===== src/rtl/fht_reorder_pkg.sv =====
// Shared types and helpers for the FHT/IFHT reorder engine.
// Optional 1/N normalisation is enabled by defining FHT_REORDER_NORM_EN.
package fht_reorder_pkg;

    typedef enum logic [1:0] {
        IDLE,
        READ,
        DRAIN,
        DONE
    } state_e;

    localparam int unsigned REV_MAX = 32;
    localparam int unsigned REV_IW  = 5;

    // Reverses the low w bits of x; bits at and above w come back as zero.
    function automatic logic [REV_MAX-1:0] f_bit_rev(
        input logic [REV_MAX-1:0] x,
        input int unsigned        w
    );
        logic [REV_MAX-1:0] r;
        r = '0;
        for (int unsigned i = 0; i < REV_MAX; i++) begin
            if (i < w) begin
                r[REV_IW'(i)] = x[REV_IW'(w - 1 - i)];
            end
        end
        return r;
    endfunction

    function automatic int unsigned f_lane_lo(
        input int unsigned k,
        input int unsigned w
    );
        return k * w;
    endfunction

endpackage


===== src/rtl/fht_delay_line.sv =====
// Synchronously cleared shift register.
// Carries the issue-valid flag and row counter across the source RAM read latency.
module fht_delay_line
    import fht_reorder_pkg::*;
#(
    parameter int unsigned DEPTH = 1,
    parameter int unsigned WIDTH = 1
) (
    input  logic             clk_i,
    input  logic             rst_i,
    input  logic [WIDTH-1:0] d_i,
    output logic [WIDTH-1:0] q_o
);

    logic [WIDTH-1:0] pipe_q [DEPTH];

    always_ff @(posedge clk_i) begin
        if (rst_i) begin
            for (int i = 0; i < int'(DEPTH); i++) begin
                pipe_q[i] <= '0;
            end
        end else begin
            pipe_q[0] <= d_i;
            for (int i = 1; i < int'(DEPTH); i++) begin
                pipe_q[i] <= pipe_q[i-1];
            end
        end
    end

    assign q_o = pipe_q[DEPTH-1];

endmodule


===== src/rtl/fht_reorder.sv =====
// Reorder engine: reads N_BANK source banks linearly or bit-reversed, writes natural order.
// FHT_REORDER_NORM_EN adds a rounding >>> NORM_SHIFT on every lane in the write stage.
module fht_reorder
    import fht_reorder_pkg::*;
#(
    parameter int unsigned D_BIT      = 18,
    parameter int unsigned A_BIT      = 8,
    parameter int unsigned N_BANK     = 4,
    parameter int unsigned RD_LAT     = 1,
    parameter int unsigned NORM_SHIFT = 10
) (
    input  logic                    iCLK,
    input  logic                    iRESET,
    input  logic                    iSTART,
    input  logic                    iMODE,
    output logic [A_BIT-1:0]        oADDR_RD,
    input  logic [N_BANK*D_BIT-1:0] iDATA,
    output logic [A_BIT-1:0]        oADDR_WR,
    output logic [N_BANK*D_BIT-1:0] oDATA,
    output logic [N_BANK-1:0]       oWE,
    output logic                    oBUSY,
    output logic                    oRDY
);

`ifdef FHT_REORDER_NORM_EN
    localparam bit NORM_EN = 1'b1;
`else
    localparam bit NORM_EN = 1'b0;
`endif
    localparam int unsigned SHIFT = NORM_EN ? NORM_SHIFT : 0;
    localparam int unsigned DL_W  = A_BIT + 1;

    state_e           state_q, state_d;
    logic [A_BIT-1:0] cnt_q, cnt_d;
    logic [A_BIT-1:0] last_q, last_d;
    logic [2:0]       drain_q, drain_d;
    logic             mode_q, mode_d;
    logic             issue;
    logic [A_BIT-1:0] rd_addr;
    logic [DL_W-1:0]  dl_in, dl_out;
    logic             wr_vld;
    logic [A_BIT-1:0] wr_cnt;
    logic             we_q;
    logic [A_BIT-1:0] waddr_q;

    assign rd_addr = mode_q
        ? A_BIT'(f_bit_rev(REV_MAX'(cnt_q), A_BIT))
        : cnt_q;

    always_comb begin
        state_d = state_q;
        cnt_d   = cnt_q;
        last_d  = last_q;
        drain_d = drain_q;
        mode_d  = mode_q;
        issue   = 1'b0;
        unique case (state_q)
            IDLE, DONE: begin
                state_d = IDLE;
                if (iSTART) begin
                    mode_d  = iMODE;
                    cnt_d   = '0;
                    drain_d = '0;
                    state_d = READ;
                end
            end
            READ: begin
                issue  = 1'b1;
                last_d = rd_addr;
                cnt_d  = cnt_q + 1'b1;
                if (&cnt_q) begin
                    state_d = DRAIN;
                end
            end
            DRAIN: begin
                // Last row needs RD_LAT cycles of read plus one write cycle.
                if (drain_q == 3'(RD_LAT)) begin
                    state_d = DONE;
                end else begin
                    drain_d = drain_q + 3'd1;
                end
            end
            default: state_d = IDLE;
        endcase
    end

    always_ff @(posedge iCLK) begin
        if (iRESET) begin
            state_q <= IDLE;
            cnt_q   <= '0;
            last_q  <= '0;
            drain_q <= '0;
            mode_q  <= 1'b0;
        end else begin
            state_q <= state_d;
            cnt_q   <= cnt_d;
            last_q  <= last_d;
            drain_q <= drain_d;
            mode_q  <= mode_d;
        end
    end

    assign oADDR_RD = (state_q == READ) ? rd_addr : last_q;
    assign oBUSY    = (state_q == READ) || (state_q == DRAIN);
    assign oRDY     = (state_q == DONE);

    assign dl_in = {issue, cnt_q};

    fht_delay_line #(
        .DEPTH (RD_LAT),
        .WIDTH (DL_W)
    ) u_dly (
        .clk_i (iCLK),
        .rst_i (iRESET),
        .d_i   (dl_in),
        .q_o   (dl_out)
    );

    assign {wr_vld, wr_cnt} = dl_out;

    always_ff @(posedge iCLK) begin
        if (iRESET) begin
            we_q    <= 1'b0;
            waddr_q <= '0;
        end else begin
            we_q <= wr_vld;
            if (wr_vld) begin
                waddr_q <= wr_cnt;
            end
        end
    end

    assign oWE      = {N_BANK{we_q}};
    assign oADDR_WR = waddr_q;

    for (genvar k = 0; k < N_BANK; k++) begin : g_lane
        logic [D_BIT-1:0] x;
        logic [D_BIT-1:0] y;
        logic [D_BIT-1:0] data_q;

        assign x = iDATA[f_lane_lo(k, D_BIT) +: D_BIT];

        if (SHIFT == 0) begin : g_pass
            assign y = x;
        end else begin : g_norm
            // One guard bit keeps the rounding add from overflowing.
            localparam logic signed [D_BIT:0] RND =
                (D_BIT+1)'(1) << (SHIFT - 1);
            logic signed [D_BIT:0] sum;
            assign sum = $signed({x[D_BIT-1], x}) + RND;
            assign y   = D_BIT'(sum >>> SHIFT);
        end

        always_ff @(posedge iCLK) begin
            if (iRESET) begin
                data_q <= '0;
            end else if (wr_vld) begin
                data_q <= y;
            end
        end

        assign oDATA[f_lane_lo(k, D_BIT) +: D_BIT] = data_q;
    end

endmodule


===== config.mk =====
export PLATFORM = sky130hd
export DESIGN_NAME = fht_reorder
export DESIGN_NICKNAME = d
export VERILOG_FILES = /design/src/rtl/fht_reorder_pkg.sv /design/src/rtl/fht_delay_line.sv /design/src/rtl/fht_reorder.sv
export SDC_FILE = /design/constraint.sdc
export NUM_CORES = 1
export LEC_CHECK = 0
export ABC_AREA = 1
export CORE_MARGIN = 2
export CORE_UTILIZATION = 35
export DETAILED_ROUTE_END_ITERATION = 6
export DONT_BUFFER_PORTS = 1
export GPL_TIMING_DRIVEN = 0
export SYNTH_ARGS = -nofsm -noshare
export SYNTH_HDL_FRONTEND = slang
export SYNTH_SLANG_ARGS = --single-unit

===== constraint.sdc =====
create_clock -name iCLK -period 1.88 [get_ports iCLK]
set_input_delay 0.282 -clock iCLK [delete_from_list [all_inputs] [get_ports iCLK]]
set_output_delay 0.282 -clock iCLK [all_outputs]
set_load 0.05 [all_outputs]

Yosys cells after proc, flatten, opt, wreduce, memory -nomap -nowiden
Memory sizes are Yosys's and may differ from the RTL's.
Cells that the tools add are included.

storage, ports and cells
  memories = 1
  bits in registers = 103
  RAM bits = 9
  output and inout bits = 94

cells by class
  eq/ne operators = 8
  reductions and logical operators = 11
  add/subtract/negate cells = 2
  mux-type cells = 17

memories
  memory        words  bits a word  rd ports  clocked after memory_dff  write ports  line                  RTL
  u_dly.pipe_q  1      9            1         0                         1            fht_delay_line.sv:15  logic [WIDTH-1:0] pipe_q [DEPTH];

operator list
  operator                                              number
  2-to-1 mux 8 bit                                      3
  case mux 8 bit (2 select lines)                       1
  2-to-1 mux 9 bit                                      1
  OR reduction 9 bit                                    1
  adder 8 x 1 -> 8 bit (second input constant)          1
  inequality test 2 bit (second input constant)         4
  AND reduction 8 bit                                   1
  2-to-1 mux 1 bit                                      6
  2-to-1 mux 3 bit                                      2
  case mux 2 bit (3 select lines)                       1
  case mux 3 bit (2 select lines)                       1
  AND reduction 2 bit                                   3
  equality test 2 bit (second input constant)           2
  2-to-1 mux 2 bit                                      2
  nonzero test 2 bit                                    2
  adder 3 x 1 -> 3 bit (second input constant)          1
  equality test 3 x 1 -> 1 bit (second input constant)  1
  AND reduction 3 bit                                   1
  equality test 2 x 1 -> 1 bit (second input constant)  1
  zero test 2 bit                                       1
  OR reduction 2 bit                                    1
  logical OR 1 bit                                      1

Depth between registers and ports, before layout
  depth after elaboration = 4
  gate-level depth with buffers = 11
  mapped depth without buffers = 11

Hierarchy
A second synthesis with hierarchy kept.

unflattened totals
  cell total of the unflattened synthesis = 556
  area total of the unflattened synthesis = 4261.6 sq um

by module, submodules not included
  module          times used  cells an instance  area an instance (sq um)
  fht_reorder     1           528                4002.6
  fht_delay_line  1           28                 259.0

Least setup slack after synthesis
No wires, ideal clock.

  kind = register to register
  start point = reg state_q[0]
  end point = reg cnt_q[6]
  path buffers = 0
  clock period less this slack = 1.802 ns
  cell stages (with the launch flop) = 11
  required time = 1.768 ns
  setup time = 0.112 ns
  arrival time = 1.691 ns
  slack = 0.078 ns
  path through = dfxtp_1 inv_1 ha_1 inv_1 nand2_2 nand2_4 nand2_1 nor2_2 nand3_1 nor2_1 nor2_1

on the way
  cells in the longest elaborated chain, start to end = 4
  elaborated cells between the ends (all ways) = 8

RTL lines
  what                                                                          line               RTL
  from (decl)                                                                   fht_reorder.sv:33  state_e state_q, state_d;
  from (signal assigned)                                                        fht_reorder.sv:95  state_q <= state_d;
  equality test 2 bit or zero test 2 bit (tied branches)                        fht_reorder.sv:57  unique case (state_q)
  OR reduction 2 bit                                                            fht_reorder.sv:57
  inequality test 2 bit (no source line) or nonzero test 2 bit (tied branches)  --
  AND reduction 2 bit (no source line)                                          --
  to (signal assigned)                                                          fht_reorder.sv:96  cnt_q <= cnt_d;
  to (decl)                                                                     fht_reorder.sv:34  logic [A_BIT-1:0] cnt_q, cnt_d;

Several ways; a longest one is shown, not always the timed one.
A chain may end at the register's enable or synchronous reset.

Final worst setup path
  start point = reg state_q[1]
  end point = out oADDR_RD[6]

on the way
  cells in the longest elaborated chain, start to end = 2

RTL lines
  what                          line                RTL
  equality test 2 x 1 -> 1 bit  fht_reorder.sv:103  assign oADDR_RD = (state_q == READ) ? rd_addr : last_q;
  2-to-1 mux 8 bit              --
  to (decl)                     fht_reorder.sv:16   output logic [A_BIT-1:0] oADDR_RD,

Every way passes these cells.

==> metrics.md <==
| Metric | Value |
|---|---|
| Status | finished with violations |
| Violated checks | negative setup slack |
| Number of remaining DRC errors | 0 |
| Synthesized Nets | ~630 |
| Yosys top cell area share | 53.6% |
| Largest net degree at the start of global routing | 20 |
| Min Tclk post-route | 1920 ps |
| Avg Vias per Cell | slightly below 5 |
| Clock sink total | approximately 110 |
| Synth Area in Simple Gates | approximately 22% |
| Crit path capture type | primary output |
| Post-synthesis instance total | 549 |
| Hold Vio Cnt, Final | 0 |
| Fillers | 1173 |
| Drt pass-1 iters | 6 |
| # diodes | 0 |
| Leakage | 2.09 nW |
| Relative slew margins | between 60 and 70% |
| Die X-Extent | roughly 110 um |
| Seq pwr share | between 50% and 60% |
| Mux cell area share after synthesis | 0% |
| Final net count | roughly 650 |
| Final HPWL DP | about 7600 um |
| CTS buffer count | 9 |
| Drt wl/cell | about 15 um |
| Post-Synth XOR/XNOR Area | 0% |
| CP Data Arrival Time | ~1600 ps |
| Starting Density | 36.2% |
| Crit Path Class | register to primary output |
| Core Region | between 10000 and 15000 um^2 |
| Crit-path max FO | 7 |
| Distinct cells, synth | 23 |
| Flops & latches, synth | between 100 and 150 |
| Setup-failing EPs final | 1 |
| Layout overhead on the synthesized area | 14.2% |
| Post-synth design cell area | approximately 4200 um^2 |
| P_sw | 0.00354 W |
| Worst Tran Pin Value | roughly 560 ps |
| Root Driver | clkbuf_16 |
| Clock power share | 24.3% |
| Global Route Usage Sum | between 10% and 20% |
| Crit-path slowest cell | dfxtp_2 |
| Compound-Gate Fraction of Synth Area | between 10% and 20% |
| CTS tree | done |
| RSZ-0062 raised after global routing | yes |
| Max stage delay on crit path | ~340 ps |
| Switch share | between 40% and 50% |
| WP data required | approximately 1600 ps |
| Antenna Nets Post-Route | 0 |
| Area leader, netlist | dfxtp_1 |
| Synth Warn # | 0 |
| Clk_skew | between 5 and 6 ps |
| # port buffers | 0 |
| Largest cells by area after synthesis | dfxtp_1 54%, nor2_1 17%, o21ai_0 10%, inv_1 3.7%, nand2_1 2.9% |
| Period utilization | 102% |
| DIE HEIGHT | roughly 110 um |
| P_int | about 0.0044 W |
| Vias in the first global route | about 3500 |
| Critical path's top delay family | buffers and inverters |
| Largest family of logic cells by synthesized area | simple AND/OR/NAND/NOR gates |
| VDD IR max | 767 uV |
| Mean Syn Cell Area | approximately 7.6 um^2 |
| Hold Slack | a little under 40 ps |
| CP startpoint kind | register |
| Share of layout cells above drive strength 1 | a little under a tenth |
| Fmax achieved | around 0.52 GHz |
| Gate power share | between 20% and 30% |
| TNS Setup | -36.8 ps |
| Final wirelength | 10400 um |
| H-tree lvl count | 3 |
| I/O pin count | 170 |
| Clock transition at path regs | roughly 70 ps |
| Setup ws final | -36.8 ps |
| First-pass GRT wire length | roughly 17000 um |
| Max clock buf depth | 2 |
| Max cap viols | 0 |
| Critical-path cell list | inv_2, ha_4, buf_6, o211ai_1, o21a_1, clkinvlp_4 |
| Clock latency on the worst-skew pair | 350 ps |
| Hold crit path type | input pin to register |
| Die ar. | roughly 13000 um^2 |
| Congestion Overflow GR | 0 |
| PD cells | 1670 nW/um^2 |
| Synthesized-area fraction occupied by adder cells | ~1.8% |
| Seq/Total Area, Yosys | approximately 54% |
| GP Congestion | ~0.83 |
| CP Buf/Inv Count | 3 |
| Vias | 3464 |
| Number of rows in the core area | 39 |
| Slew Viols, Final | 0 |
| Antenna violations before repair | 0 |
| 1st-iter DRT viols | about 240 |
## stage by stage
step / util (%) / total power, W / std cells / setup slack, ps / area [um^2]
6_report: 41.3 / 0.00797 / 714 / -36.8 / 4780
2_1_floorplan: - / 0.00553 / 549 / 77.8 / 4180
3_5_place_dp: 37.7 / 0.00593 / 692 / -83.2 / 4360
3_3_place_gp: 37.7 / 0.00587 / 692 / -103 / 4360
4_1_cts: 41.1 / 0.00802 / 715 / -117 / 4760
5_1_grt: 41.3 / 0.00844 / 714 / -119 / 4780
## per-layer routing
metal	part of all wire, %	GRT usage [%]
met2	48	26.9
met5	0	0
met3	6.5	4.87
met1	43	19.4
met4	3.1	8.62
## flip-flops by register name (all words and copies together) (netlist names)
register       cells
u_dly.pipe_q       9
mode_q             1
oADDR_WR           8
last_q             8
we_q               1
g_lane.data_q     72
cnt_q              8
drain_q            3
state_q            2
## synthesized netlist by cell type, drive strengths merged
library cell / number
o31ai: 1
buf: 16
o21a: 8
inv: 42
o21ai: 87
nor2: 194
nor3: 3
nand4: 1
ha: 6
nand3: 8
a21oi: 8
o211ai: 8
dfxtp: 112
nand2: 35
clkbuf: 20
## cells in the final DEF (no fill, tap or decap), types with 3 or more instances in the layout
cell and count:
clkbuf_16 9, o21a_1 8, dfxtp_1 109, o211ai_1 8, o21ai_0 86, nor3_1 3, buf_6 3, nand3_1 7
ha_1 4, clkbuf_1 19, buf_4 11, nor2_1 193, inv_1 37, nand2_1 32, a21oi_1 8, dfxtp_2 3
clkinvlp_4 3, clkinv_4 3, buf_2 7
## repair_timing
action	CTS	global route
setup endpoints to repair	12	13
hold endpoints to repair	0	0
cloned	1	0
pin swaps	3	2
hold buffers	0	0
resized for setup	12	9
setup buffers	6	0
## power groups by stage
stage	Combinational, W	Sequential, W	Clock [W]
after detailed placement	0.00162	0.00432	0
after floorplan	0.00132	0.00421	0
final	0.00177	0.00426	0.00193
after global routing	0.00203	0.00431	0.00210
after global placement	0.00157	0.00430	0
after CTS	0.00175	0.00427	0.00201
## worst paths after layout
check	startpoint	to	slack, ps	cells past startpoint
min	iRESET	u_dly.pipe_q[0][8]	40	1
max	state_q[1]	oADDR_RD[6]	-40	6
min reg2reg	u_dly.pipe_q[0][0]	oADDR_WR[0]	460	2
max reg2reg	state_q[1]	cnt_q[4]	110	11
## cell type report
cell class	count	area (um^2)	area share [%]
buffer	35	181	3.80
clock buffer	9	225	4.71
clock inverter	7	78.8	1.65
inverter	42	169	3.53
multi-input combinational	359	1650	34.5
sequential	112	2250	47.0
tap	143	179	3.74
timing repair buffer	7	50.0	1.05
## cells by family after synthesis
logic type	count (synthesis)
flip-flops	112
AND/OR/NAND/NOR	241
buffers and inverters	78
AO/OA/AOI/OAI	112
adder cells (fa/ha/maj)	6
No activity file was read; power rests on OpenSTA's default activity.
